[src/rtl/ps2_pkg.sv]
// Shared constants and state encoding for the PS/2 device-to-host byte receiver.
package ps2_pkg;

  typedef enum logic [1:0] {
    IDLE   = 2'd0,
    DATA   = 2'd1,
    PARITY = 2'd2,
    STOP   = 2'd3
  } ps2_state_e;

  localparam int unsigned PS2_DATA_BITS      = 8;
  localparam int unsigned PS2_FRAME_BITS     = 11;
  localparam int unsigned PS2_FILTER_LEN_DEF = 8;
  localparam int unsigned PS2_TIMEOUT_DEF    = 100000;

endpackage

[src/rtl/ps2_line_filter.sv]
// Two-flop synchroniser plus persistence filter for one raw PS/2 pin.
// The filtered level only follows the synced level once they have differed
// for FILTER_LEN consecutive cycles; shorter excursions restart the count.
module ps2_line_filter #(
  parameter int unsigned FILTER_LEN = 8
) (
  input  logic clk,
  input  logic reset,
  input  logic raw,
  output logic filt
);

  localparam int unsigned CNT_W = (FILTER_LEN > 1) ? $clog2(FILTER_LEN) : 1;

  logic             sync1_q;
  logic             sync2_q;
  logic             filt_q;
  logic [CNT_W-1:0] cnt_q;

  // Synchronise the asynchronous pin; idle PS/2 lines float high.
  always_ff @(posedge clk or posedge reset) begin
    if (reset) begin
      sync1_q <= 1'b1;
      sync2_q <= 1'b1;
    end else begin
      sync1_q <= raw;
      sync2_q <= sync1_q;
    end
  end

  // Count consecutive cycles of disagreement and adopt the new level at FILTER_LEN.
  always_ff @(posedge clk or posedge reset) begin
    if (reset) begin
      filt_q <= 1'b1;
      cnt_q  <= '0;
    end else if (sync2_q == filt_q) begin
      cnt_q  <= '0;
    end else if (cnt_q == CNT_W'(FILTER_LEN - 1)) begin
      filt_q <= sync2_q;
      cnt_q  <= '0;
    end else begin
      cnt_q  <= cnt_q + 1'b1;
    end
  end

  assign filt = filt_q;

endmodule

[src/rtl/ps2_byte_rx.sv]
// PS/2 device-to-host frame receiver: start, 8 data bits LSB first, odd
// parity, stop. Good bytes leave with a one-cycle out_valid strobe; bad or
// stalled frames produce a one-cycle frame_err and the receiver returns idle.
module ps2_byte_rx
  import ps2_pkg::*;
#(
  parameter int unsigned FILTER_LEN     = PS2_FILTER_LEN_DEF,
  parameter int unsigned TIMEOUT_CYCLES = PS2_TIMEOUT_DEF
) (
  input  logic       clk,
  input  logic       reset,
  input  logic       ps2_clk,
  input  logic       ps2_data,
  output logic [7:0] out_byte,
  output logic       out_valid,
  output logic       frame_err,
  output logic       busy
);

  // Bit counter is sized to index any bit of a frame.
  localparam int unsigned CNT_W = $clog2(PS2_FRAME_BITS);
  localparam int unsigned TO_W  = (TIMEOUT_CYCLES > 1) ? $clog2(TIMEOUT_CYCLES) : 1;

  logic clk_f;
  logic data_f;
  logic clk_prev_q;
  logic fall_c;
  logic to_term_c;

  ps2_state_e               state_q,     state_d;
  logic [CNT_W-1:0]         cnt_q,       cnt_d;
  logic [PS2_DATA_BITS-1:0] shreg_q,     shreg_d;
  logic                     par_q,       par_d;
  logic [TO_W-1:0]          to_q,        to_d;
  logic [7:0]               out_byte_q,  out_byte_d;
  logic                     out_valid_q, out_valid_d;
  logic                     frame_err_q, frame_err_d;
  logic                     busy_q,      busy_d;

  ps2_line_filter #(.FILTER_LEN(FILTER_LEN)) u_clk_filt (
    .clk   (clk),
    .reset (reset),
    .raw   (ps2_clk),
    .filt  (clk_f)
  );

  ps2_line_filter #(.FILTER_LEN(FILTER_LEN)) u_data_filt (
    .clk   (clk),
    .reset (reset),
    .raw   (ps2_data),
    .filt  (data_f)
  );

  assign fall_c    = clk_prev_q & ~clk_f;
  assign to_term_c = (to_q == TO_W'(TIMEOUT_CYCLES - 1));

  // State and datapath registers.
  always_ff @(posedge clk or posedge reset) begin
    if (reset) begin
      clk_prev_q  <= 1'b1;
      state_q     <= IDLE;
      cnt_q       <= '0;
      shreg_q     <= '0;
      par_q       <= 1'b0;
      to_q        <= '0;
      out_byte_q  <= '0;
      out_valid_q <= 1'b0;
      frame_err_q <= 1'b0;
      busy_q      <= 1'b0;
    end else begin
      clk_prev_q  <= clk_f;
      state_q     <= state_d;
      cnt_q       <= cnt_d;
      shreg_q     <= shreg_d;
      par_q       <= par_d;
      to_q        <= to_d;
      out_byte_q  <= out_byte_d;
      out_valid_q <= out_valid_d;
      frame_err_q <= frame_err_d;
      busy_q      <= busy_d;
    end
  end

  // Frame sequencing on filtered clock falls, plus the stall watchdog.
  always_comb begin
    state_d     = state_q;
    cnt_d       = cnt_q;
    shreg_d     = shreg_q;
    par_d       = par_q;
    to_d        = to_q;
    out_byte_d  = out_byte_q;
    out_valid_d = 1'b0;
    frame_err_d = 1'b0;

    // Watchdog clears on every fall and in idle, saturating at terminal count.
    if ((state_q == IDLE) || fall_c) begin
      to_d = '0;
    end else if (!to_term_c) begin
      to_d = to_q + 1'b1;
    end

    unique case (state_q)
      IDLE: begin
        if (fall_c && !data_f) begin
          state_d = DATA;
          cnt_d   = '0;
        end
      end
      DATA: begin
        if (fall_c) begin
          shreg_d = {data_f, shreg_q[PS2_DATA_BITS-1:1]};
          cnt_d   = cnt_q + 1'b1;
          if (cnt_q == CNT_W'(PS2_DATA_BITS - 1)) begin
            state_d = PARITY;
          end
        end
      end
      PARITY: begin
        if (fall_c) begin
          par_d   = data_f;
          state_d = STOP;
        end
      end
      STOP: begin
        if (fall_c) begin
          if (data_f && (^{shreg_q, par_q})) begin
            out_byte_d  = shreg_q;
            out_valid_d = 1'b1;
          end else begin
            frame_err_d = 1'b1;
          end
          state_d = IDLE;
        end
      end
      default: state_d = IDLE;
    endcase

    // A fall in the terminal-count cycle takes priority over the abort.
    if ((state_q != IDLE) && !fall_c && to_term_c) begin
      state_d     = IDLE;
      frame_err_d = 1'b1;
    end

    busy_d = (state_d != IDLE);
  end

  assign out_byte  = out_byte_q;
  assign out_valid = out_valid_q;
  assign frame_err = frame_err_q;
  assign busy      = busy_q;

endmodule

[config.mk]
export PLATFORM = sky130hd
export DESIGN_NAME = ps2_byte_rx
export DESIGN_NICKNAME = d
export VERILOG_FILES = /design/src/rtl/ps2_pkg.sv /design/src/rtl/ps2_line_filter.sv /design/src/rtl/ps2_byte_rx.sv
export SDC_FILE = /design/constraint.sdc
export NUM_CORES = 1
export LEC_CHECK = 0
export ABC_CLOCK_PERIOD_IN_PS = 1800
export BUFFER_PORTS_ARGS = -buffer_cell sky130_fd_sc_hd__buf_2
export CORE_UTILIZATION = 30
export DETAILED_ROUTE_END_ITERATION = 12
export GPL_TIMING_DRIVEN = 0
export SLEW_MARGIN = 20
export SYNTH_ARGS = -nofsm -noshare
export SYNTH_HDL_FRONTEND = slang
export SYNTH_SLANG_ARGS = --single-unit
[constraint.sdc]
create_clock -name clk -period 1.8 [get_ports clk]
set_input_delay 0.36 -clock clk [delete_from_list [all_inputs] [get_ports clk]]
set_output_delay 0.36 -clock clk [all_outputs]
set_load 0.02 [all_outputs]
==> flow_results.xml, run 1 <==
<?xml version="1.0" encoding="UTF-8"?>
<metrics>
  <group name="cells_and_area">
    <metric name="area_delta_synth_final" unit="%">18.79</metric>
    <metric name="layout.filler_cells" unit="">811</metric>
    <metric name="layout.cells.non_filler" unit="">354</metric>
    <metric name="drive_above_1_share" unit="%">30.52</metric>
    <metric name="finish.net_count" unit="">258</metric>
    <metric name="layout.core_utilization" unit="%">36.88</metric>
    <metric name="diode_insertion_count_for_antenna_repair" unit="">0</metric>
  </group>
  <group name="die">
    <metric name="fp.dieH" unit="um">94.44</metric>
    <metric name="placementRows" unit="">33</metric>
    <metric name="core_region_area" unit="um^2">8258</metric>
    <metric name="top_level_i_o_count" unit="">15</metric>
    <metric name="initial_core_util" unit="%">31.05</metric>
    <metric name="fp.dieArea" unit="um^2">8919</metric>
    <metric name="die_w" unit="um">94.44</metric>
  </group>
  <group name="power">
    <metric name="seq_power_share" unit="%">52.5</metric>
    <metric name="power_frac_comb" unit="%">23.5</metric>
    <metric name="switchingPower" unit="W">0.0009407</metric>
    <metric name="clock_power_share" unit="%">24.0</metric>
    <metric name="internal" unit="W">0.002055</metric>
    <metric name="power_switching_share" unit="%">31.40</metric>
    <metric name="power_per_cell_area" unit="nW/um^2">983.6</metric>
    <metric name="power.ir.vdd_worst" unit="V">0.0003598</metric>
    <metric name="power" unit="W">0.002996</metric>
    <metric name="power.static_leakage" unit="nW">1.366</metric>
  </group>
  <group name="clock_network">
    <metric name="clock_insertion_delay_worst_skew" unit="ps">310</metric>
    <metric name="cts_buffers" unit="">5</metric>
    <metric name="htreeDepth" unit="">2</metric>
    <metric name="cts_buffer_depth" unit="">2</metric>
    <metric name="worst_setup_hold_path_clk_slew" unit="ps">100</metric>
    <metric name="cts.sinks" unit="">56</metric>
    <metric name="cts_root_buf" unit="">sky130_fd_sc_hd__clkbuf_8</metric>
    <metric name="holdBufCountCts" unit="">0</metric>
    <metric name="cts_tree" unit="">built</metric>
  </group>
  <group name="critical_path">
    <metric name="worstPathMaxFanout" unit="">6</metric>
    <metric name="setup.worst_path.start_class" unit="">flip-flop</metric>
    <metric name="launch_point_of_the_critical_path" unit="">shreg_q[6]</metric>
    <metric name="reg2reg_depth" unit="">5</metric>
    <metric name="cp_capture_point" unit="">out_byte[0]</metric>
    <metric name="critical_path_class" unit="">flip-flop to flip-flop</metric>
    <metric name="crit_path_end_kind" unit="">flip-flop</metric>
    <metric name="setup_slack_of_the_worst_register_to_register_path" unit="ps">-30</metric>
    <metric name="endpoint_of_the_lowest_slack_register_to_register_path" unit="">out_byte[0]</metric>
    <metric name="r2r_start" unit="">shreg_q[6]</metric>
    <metric name="worst_ep_required_time" unit="ps">2000</metric>
    <metric name="cp_data_arrival_time" unit="ps">2030</metric>
  </group>
  <group name="placement">
    <metric name="placed_cells_incl_taps" unit="">335</metric>
    <metric name="buffer_ports.inserted" unit="">14</metric>
    <metric name="final_estimated_routing_congestion_in_global_placement" unit="">0.7499</metric>
    <metric name="hpwlAfterDp" unit="um">2818</metric>
  </group>
  <group name="grt">
    <metric name="gr-total-overflow" unit="">0</metric>
    <metric name="grt_pass1_vias" unit="">1641</metric>
    <metric name="initial_antenna_violation_count" unit="">0</metric>
    <metric name="grt.total_usage" unit="%">10.83</metric>
    <metric name="global_route_wire_length_before_repair" unit="um">7631</metric>
    <metric name="pin_count_of_the_biggest_net_entering_global_routing" unit="">57</metric>
  </group>
  <group name="job">
    <metric name="maxCapViolCount" unit="">0</metric>
  </group>
  <group name="route">
    <metric name="first_iter_violations" unit="">81</metric>
    <metric name="via_count" unit="">1685</metric>
    <metric name="drt_wl_total" unit="um">4404</metric>
    <metric name="dr.pass1.iters" unit="">4</metric>
    <metric name="post_drt_wl_per_cell" unit="um">12.44</metric>
    <metric name="via_per_inst" unit="">4.760</metric>
    <metric name="drc" unit="">0</metric>
    <metric name="drt.antenna.violating_nets" unit="">0</metric>
  </group>
  <group name="sta">
    <metric name="setup_violations" unit="">5</metric>
    <metric name="timing.final.crit_share" unit="%">101.6</metric>
    <metric name="max_freq" unit="MHz">546.7</metric>
    <metric name="final.setup_skew" unit="ps">7.538</metric>
    <metric name="fin_crit" unit="ps">1829</metric>
    <metric name="slew_violations" unit="">0</metric>
    <metric name="timing.final.hold_violations" unit="">0</metric>
    <metric name="relative_max_transition_margin" unit="%">54.66</metric>
    <metric name="worstMarginPinSlew" unit="ps">680.2</metric>
    <metric name="setup_slack" unit="ps">-29.03</metric>
    <metric name="grt_setup_unrepaired" unit="">yes</metric>
  </group>
  <group name="status">
    <metric name="status" unit="">finished, violations left</metric>
    <metric name="violations" unit="">negative setup slack</metric>
  </group>
  <group name="synthesis">
    <metric name="yosys_warnings" unit="">0</metric>
    <metric name="portion_of_synthesized_cell_area_occupied_by_the_leading_cell_type" unit="%">47.83</metric>
    <metric name="synth_top_cells_by_area" unit="">sky130_fd_sc_hd__dfrtp_1 (48%), sky130_fd_sc_hd__mux2_2 (7.5%), sky130_fd_sc_hd__dfstp_2 (7.2%), sky130_fd_sc_hd__ha_1 (2.9%), sky130_fd_sc_hd__o21ai_0 (2.7%)</metric>
    <metric name="net_count_after_synthesis" unit="">226</metric>
    <metric name="post_synth_num_cell_types" unit="">41</metric>
    <metric name="synthesized_instance_count" unit="">216</metric>
    <metric name="ys_ff_latch" unit="">56</metric>
    <metric name="avgSynthCellArea" unit="um^2">11.87</metric>
    <metric name="synth-edff-count" unit="">0</metric>
    <metric name="summed_instance_area_of_the_synthesized_netlist" unit="um^2">2564</metric>
    <metric name="synth-seq-area-share" unit="%">55.00</metric>
    <metric name="synthDominantAreaCellType" unit="">sky130_fd_sc_hd__dfrtp_1</metric>
    <metric name="synth.most_common_cell" unit="">sky130_fd_sc_hd__dfrtp_1</metric>
    <metric name="leading_register_cell_type_out_of_synthesis" unit="">sky130_fd_sc_hd__dfrtp_1</metric>
    <metric name="post_synth_most_frequent_cells" unit="">sky130_fd_sc_hd__dfrtp_1 (49), sky130_fd_sc_hd__mux2_2 (17), sky130_fd_sc_hd__o21ai_0 (14)</metric>
    <metric name="share_of_flip_flops_with_an_asynchronous_set_or_reset" unit="%">100.0</metric>
  </group>
  <group name="worst_hold_path">
    <metric name="timing.hold.worst.class" unit="">input port to flip-flop</metric>
  </group>
</metrics>
worst min-delay path by stage:
stage                   startpoint                   to  slack (ps)  cells past startpoint
2_1_floorplan   u_clk_filt.sync1_q   u_clk_filt.sync2_q         350                      0
3_3_place_gp   u_data_filt.sync1_q  u_data_filt.sync2_q         350                      0
3_5_place_dp    u_clk_filt.sync1_q   u_clk_filt.sync2_q         350                      0
4_1_cts                    ps2_clk   u_clk_filt.sync1_q         130                      1
5_1_grt                    ps2_clk   u_clk_filt.sync1_q         130                      1
6_report                   ps2_clk   u_clk_filt.sync1_q         140                      1
metal layers:
metal	vias up	track usage, %	wire [um]
met5	-	0	0
met4	0	3.077	29
met3	4	2.818	161
met2	33	17.39	2045
met1	816	14.36	2167
li1	832	-	-
worst max-delay path, cell delays in order (launching register included):
cell	delay, ps
sky130_fd_sc_hd__dfrtp_1	400
sky130_fd_sc_hd__xnor2_1	160
sky130_fd_sc_hd__xnor3_2	480
sky130_fd_sc_hd__mux2i_4	210
sky130_fd_sc_hd__buf_6	170
sky130_fd_sc_hd__mux2_4	300
metrics by stage:
step / area [um^2] / TNS (ps) / setup WS, ps / hold slack [ps]
6_report: 3045 / -114.5 / -29.03 / 142.4
5_1_grt: 3045 / -768.3 / -110.6 / 126.6
4_1_cts: 2979 / -1662 / -115.8 / 133.4
3_5_place_dp: 2768 / -3190 / -175.2 / 349.3
3_3_place_gp: 2765 / -35330 / -646.0 / 347.1
2_1_floorplan: 2564 / 0 / 9.838 / 345.2
state kept, by name, summed over array words and instances (netlist names), 2 cells and up:
name	count
out_byte	8
to_q	17
state_q	2
u_data_filt.cnt_q	3
shreg_q	8
cnt_q	4
u_clk_filt.cnt_q	3
logic make-up (layout without fill, tap and decap cells):
logic type	count (synthesis)	count (layout)	share of synthesized area, %
xor+xnor	16	16	7.174
mux	23	23	10.30
fa+ha+maj	6	6	2.928
compound gates	31	31	6.784
buf+inv	14	47	2.050
flops	56	56	55.00
simple gates	70	70	15.76
cell type report:
type | instances | area [um^2] | area share (%)
clock buffer | 6 | 82.58 | 2.712
buffer | 4 | 23.77 | 0.7806
clock inverter | 2 | 15.01 | 0.4930
sequential | 56 | 1415 | 46.47
tap | 105 | 131.4 | 4.314
inverter | 8 | 32.53 | 1.068
multi-input combinational | 146 | 1170 | 38.41
timing repair buffer | 27 | 175.2 | 5.752
layout by cell type, fill, tap and decap left out, drive strengths merged, types with 2 or more instances in the layout:
| master | synthesis | layout |
|---|---|---|
| nor3b | 3 | 3 |
| mux2i | 6 | 6 |
| nand2 | 13 | 13 |
| inv | 8 | 8 |
| o31ai | 2 | 2 |
| xor2 | 6 | 6 |
| and4 | 2 | 2 |
| nand4 | 3 | 3 |
| clkbuf | 6 | 9 |
| or3 | 9 | 9 |
| o21ai | 15 | 15 |
| nor4b | 2 | 2 |
| dfstp | 7 | 7 |
| xnor3 | 2 | 2 |
| buf | 0 | 28 |
| or4 | 3 | 3 |
| nor4 | 2 | 2 |
| nor3 | 4 | 4 |
| nor2 | 11 | 11 |
| clkinvlp | 0 | 2 |
| a21oi | 10 | 10 |
| ha | 6 | 6 |
| and4b | 2 | 2 |
| nand3 | 8 | 8 |
| xnor2 | 7 | 7 |
| mux2 | 17 | 17 |
| and2 | 4 | 4 |
| dfrtp | 49 | 49 |
what timing repair did:
item / CTS / global route
resized for setup: 12 / 16
setup endpoints to repair: 33 / 35
setup buffers: 10 / 3
pin swaps: 2 / 3
power by group through the flow:
stage | clock (W) | sequential, W | combinational, W
floorplan | 0 | 0.00155 | 0.000512
global placement | 0 | 0.00157 | 0.000656
detailed placement | 0 | 0.00157 | 0.000670
CTS | 0.000747 | 0.00156 | 0.000700
global route | 0.000803 | 0.00160 | 0.000807
finish | 0.000719 | 0.00157 | 0.000705
No activity file was read; power rests on OpenSTA's default activity.
==> run 2: changes to the inputs <==
Settings changed: GPL_TIMING_DRIVEN 0 to 1.
==> run 2 against run 1 <==
  * The run still ends with negative setup slack left
  * Clock power up 14%
  * Worst setup slack worse by 57 ps
  * Final cell count increased by 2.3%
  * Utilization increased by 0.64 points
  * Wire length increased by 1.3%
  * Global-route usage increased by 0.39 points
  * Worst hold slack got worse by 96 ps
  * Non-clock buffer count up 8
  * Register-to-register slack got worse by 60 ps
  * Critical path type unchanged
  * Largest cell class unchanged
==> flow_results.xml, run 2 (same netlist as run 1, synthesis figures left out) <==
<?xml version="1.0" encoding="UTF-8"?>
<metrics>
  <group name="sta">
    <metric name="relative_max_transition_margin" unit="%">67.93</metric>
    <metric name="slew_violations" unit="">0</metric>
    <metric name="timing.final.crit_share" unit="%">104.8</metric>
    <metric name="fin_crit" unit="ps">1886</metric>
    <metric name="worstMarginPinSlew" unit="ps">476.0</metric>
    <metric name="max_freq" unit="MHz">530.4</metric>
    <metric name="setup_slack" unit="ps">-85.55</metric>
    <metric name="setup_violations" unit="">8</metric>
    <metric name="whs" unit="ps">46.61</metric>
    <metric name="final.setup_skew" unit="ps">12.59</metric>
    <metric name="timing.final.hold_violations" unit="">0</metric>
    <metric name="grt_setup_unrepaired" unit="">yes</metric>
  </group>
  <group name="status">
    <metric name="status" unit="">finished, violations left</metric>
    <metric name="violations" unit="">negative setup slack</metric>
  </group>
  <group name="die">
    <metric name="initial_core_util" unit="%">31.05</metric>
    <metric name="fp.dieArea" unit="um^2">8919</metric>
    <metric name="die_w" unit="um">94.44</metric>
    <metric name="placementRows" unit="">33</metric>
    <metric name="fp.dieH" unit="um">94.44</metric>
    <metric name="core_region_area" unit="um^2">8258</metric>
    <metric name="top_level_i_o_count" unit="">15</metric>
  </group>
  <group name="power">
    <metric name="power_switching_share" unit="%">29.97</metric>
    <metric name="power.static_leakage" unit="nW">1.423</metric>
    <metric name="switchingPower" unit="W">0.0009462</metric>
    <metric name="power.ir.vdd_worst" unit="V">0.0004830</metric>
    <metric name="clock_power_share" unit="%">26.0</metric>
    <metric name="power_frac_comb" unit="%">24.7</metric>
    <metric name="seq_power_share" unit="%">49.3</metric>
    <metric name="power_per_cell_area" unit="nW/um^2">1019</metric>
    <metric name="internal" unit="W">0.002210</metric>
  </group>
  <group name="route">
    <metric name="drt_wl_total" unit="um">4462</metric>
    <metric name="dr.pass1.iters" unit="">5</metric>
    <metric name="post_drt_wl_per_cell" unit="um">12.33</metric>
    <metric name="via_count" unit="">1703</metric>
    <metric name="met2_wirelength" unit="um">1987</metric>
    <metric name="routed.top_layer" unit="">met3</metric>
    <metric name="wl_met3" unit="um">146</metric>
    <metric name="drc" unit="">0</metric>
    <metric name="drt.antenna.violating_nets" unit="">0</metric>
    <metric name="via_per_inst" unit="">4.704</metric>
    <metric name="route.layer.met1.wl" unit="um">2329</metric>
    <metric name="first_iter_violations" unit="">59</metric>
  </group>
  <group name="grt">
    <metric name="initial_antenna_violation_count" unit="">0</metric>
    <metric name="pin_count_of_the_biggest_net_entering_global_routing" unit="">23</metric>
    <metric name="grt_pass1_vias" unit="">1641</metric>
    <metric name="gr-total-overflow" unit="">0</metric>
    <metric name="global_route_wire_length_before_repair" unit="um">7845</metric>
    <metric name="grt.total_usage" unit="%">11.22</metric>
  </group>
  <group name="clock_network">
    <metric name="clock_insertion_delay_worst_skew" unit="ps">310</metric>
    <metric name="cts_buffers" unit="">5</metric>
    <metric name="cts_root_buf" unit="">sky130_fd_sc_hd__clkbuf_8</metric>
    <metric name="cts_buffer_depth" unit="">2</metric>
    <metric name="htreeDepth" unit="">2</metric>
    <metric name="worst_setup_hold_path_clk_slew" unit="ps">100</metric>
    <metric name="cts.sinks" unit="">56</metric>
    <metric name="cts_tree" unit="">built</metric>
  </group>
  <group name="cells_and_area">
    <metric name="largest_register_ff_count" unit="">17</metric>
    <metric name="regMostFlops" unit="">to_q</metric>
    <metric name="layout_commonest_cell" unit="">sky130_fd_sc_hd__dfrtp_1</metric>
    <metric name="diode_insertion_count_for_antenna_repair" unit="">0</metric>
    <metric name="area_delta_synth_final" unit="%">20.84</metric>
    <metric name="drive_above_1_share" unit="%">32.30</metric>
    <metric name="layout.cells.non_filler" unit="">362</metric>
    <metric name="highest_count_cells_in_the_layout_ignoring_fill_and_taps" unit="">sky130_fd_sc_hd__dfrtp_1 (49), sky130_fd_sc_hd__buf_4 (23), sky130_fd_sc_hd__mux2_2 (15)</metric>
    <metric name="finish.net_count" unit="">266</metric>
  </group>
  <group name="placement">
    <metric name="buffer_ports.inserted" unit="">14</metric>
    <metric name="final_estimated_routing_congestion_in_global_placement" unit="">0.7841</metric>
    <metric name="hpwlAfterDp" unit="um">3285</metric>
    <metric name="post_placement_setup_slack" unit="ps">-117.8</metric>
    <metric name="placed_cells_incl_taps" unit="">352</metric>
  </group>
  <group name="critical_path">
    <metric name="setup_slack_of_the_worst_register_to_register_path" unit="ps">-90</metric>
    <metric name="cp_capture_point" unit="">out_byte[7]</metric>
    <metric name="r2r_start" unit="">shreg_q[3]</metric>
    <metric name="launch_point_of_the_critical_path" unit="">shreg_q[3]</metric>
    <metric name="cp_data_arrival_time" unit="ps">2080</metric>
    <metric name="crit_path_end_kind" unit="">flip-flop</metric>
    <metric name="endpoint_of_the_lowest_slack_register_to_register_path" unit="">out_byte[7]</metric>
    <metric name="reg2reg_depth" unit="">5</metric>
    <metric name="critical_path_class" unit="">flip-flop to flip-flop</metric>
    <metric name="setup.worst_path.start_class" unit="">flip-flop</metric>
    <metric name="worstPathMaxFanout" unit="">9</metric>
    <metric name="worst_ep_required_time" unit="ps">2000</metric>
  </group>
  <group name="worst_hold_path">
    <metric name="timing.hold.worst.class" unit="">input port to async pin</metric>
  </group>
  <group name="job">
    <metric name="maxCapViolCount" unit="">0</metric>
  </group>
</metrics>
run 2: worst max-delay path: stages, from the launching register on:
cell	delay, ps
sky130_fd_sc_hd__dfrtp_1	430
sky130_fd_sc_hd__xor2_1	170
sky130_fd_sc_hd__xnor3_2	440
sky130_fd_sc_hd__mux2i_4	260
sky130_fd_sc_hd__buf_12	150
sky130_fd_sc_hd__mux2_2	320
run 2: layout make-up:
cell class / instances / area, um^2
fillers: 835 / 5160
repair buffers: 39 / 282.8
flip-flops and latches: 56 / 1410
multi-input cells: 146 / 1132
clock buffers: 5 / 68.82
inverters: 8 / 30.03
clock inverters: 3 / 42.54
well taps: 105 / 131.4
run 2: worst min path at each step:
stage | slack (ps) | to | depth (start not counted)
3_5_place_dp | 350 | u_data_filt.sync2_q | 0
4_1_cts | 50 | out_valid | 2
5_1_grt | 80 | out_valid | 2
6_report | 50 | shreg_q[7] | 2
2_1_floorplan | 350 | u_clk_filt.sync2_q | 0
3_3_place_gp | 350 | u_clk_filt.sync2_q | 0
run 2: power groups by stage:
stage | clock, W | combinational, W | sequential, W
finish | 0.000821 | 0.000781 | 0.00156
global route | 0.000897 | 0.000879 | 0.00158
CTS | 0.000857 | 0.000779 | 0.00156
detailed placement | 0 | 0.000779 | 0.00158
global placement | 0 | 0.000759 | 0.00157
floorplan | 0 | 0.000512 | 0.00155
run 2: routing by layer:
metal	vias to the layer above	track usage [%]
met1	827	16.00
li1	846	-
met2	30	17.33
met3	0	2.657
met4	0	2.308
met5	-	0
run 2: what timing repair did:
action,in CTS,in global routing
setup endpoints to repair,8,16
gates resized for setup,3,6
hold buffers,0,0
pin swaps,0,4
setup buffers,1,1
run 2: through the flow:
stage	power [W]	instance area [um^2]	utilization [%]	setup TNS (ps)
after global routing	0.003356	3098	37.52	-1049
after detailed placement	0.002357	2928	35.45	-860.3
after CTS	0.003193	3074	37.23	-303.7
after floorplan	0.002066	2564	-	0
final	0.003157	3098	37.52	-600.5
after global placement	0.002330	2928	35.45	-551.1
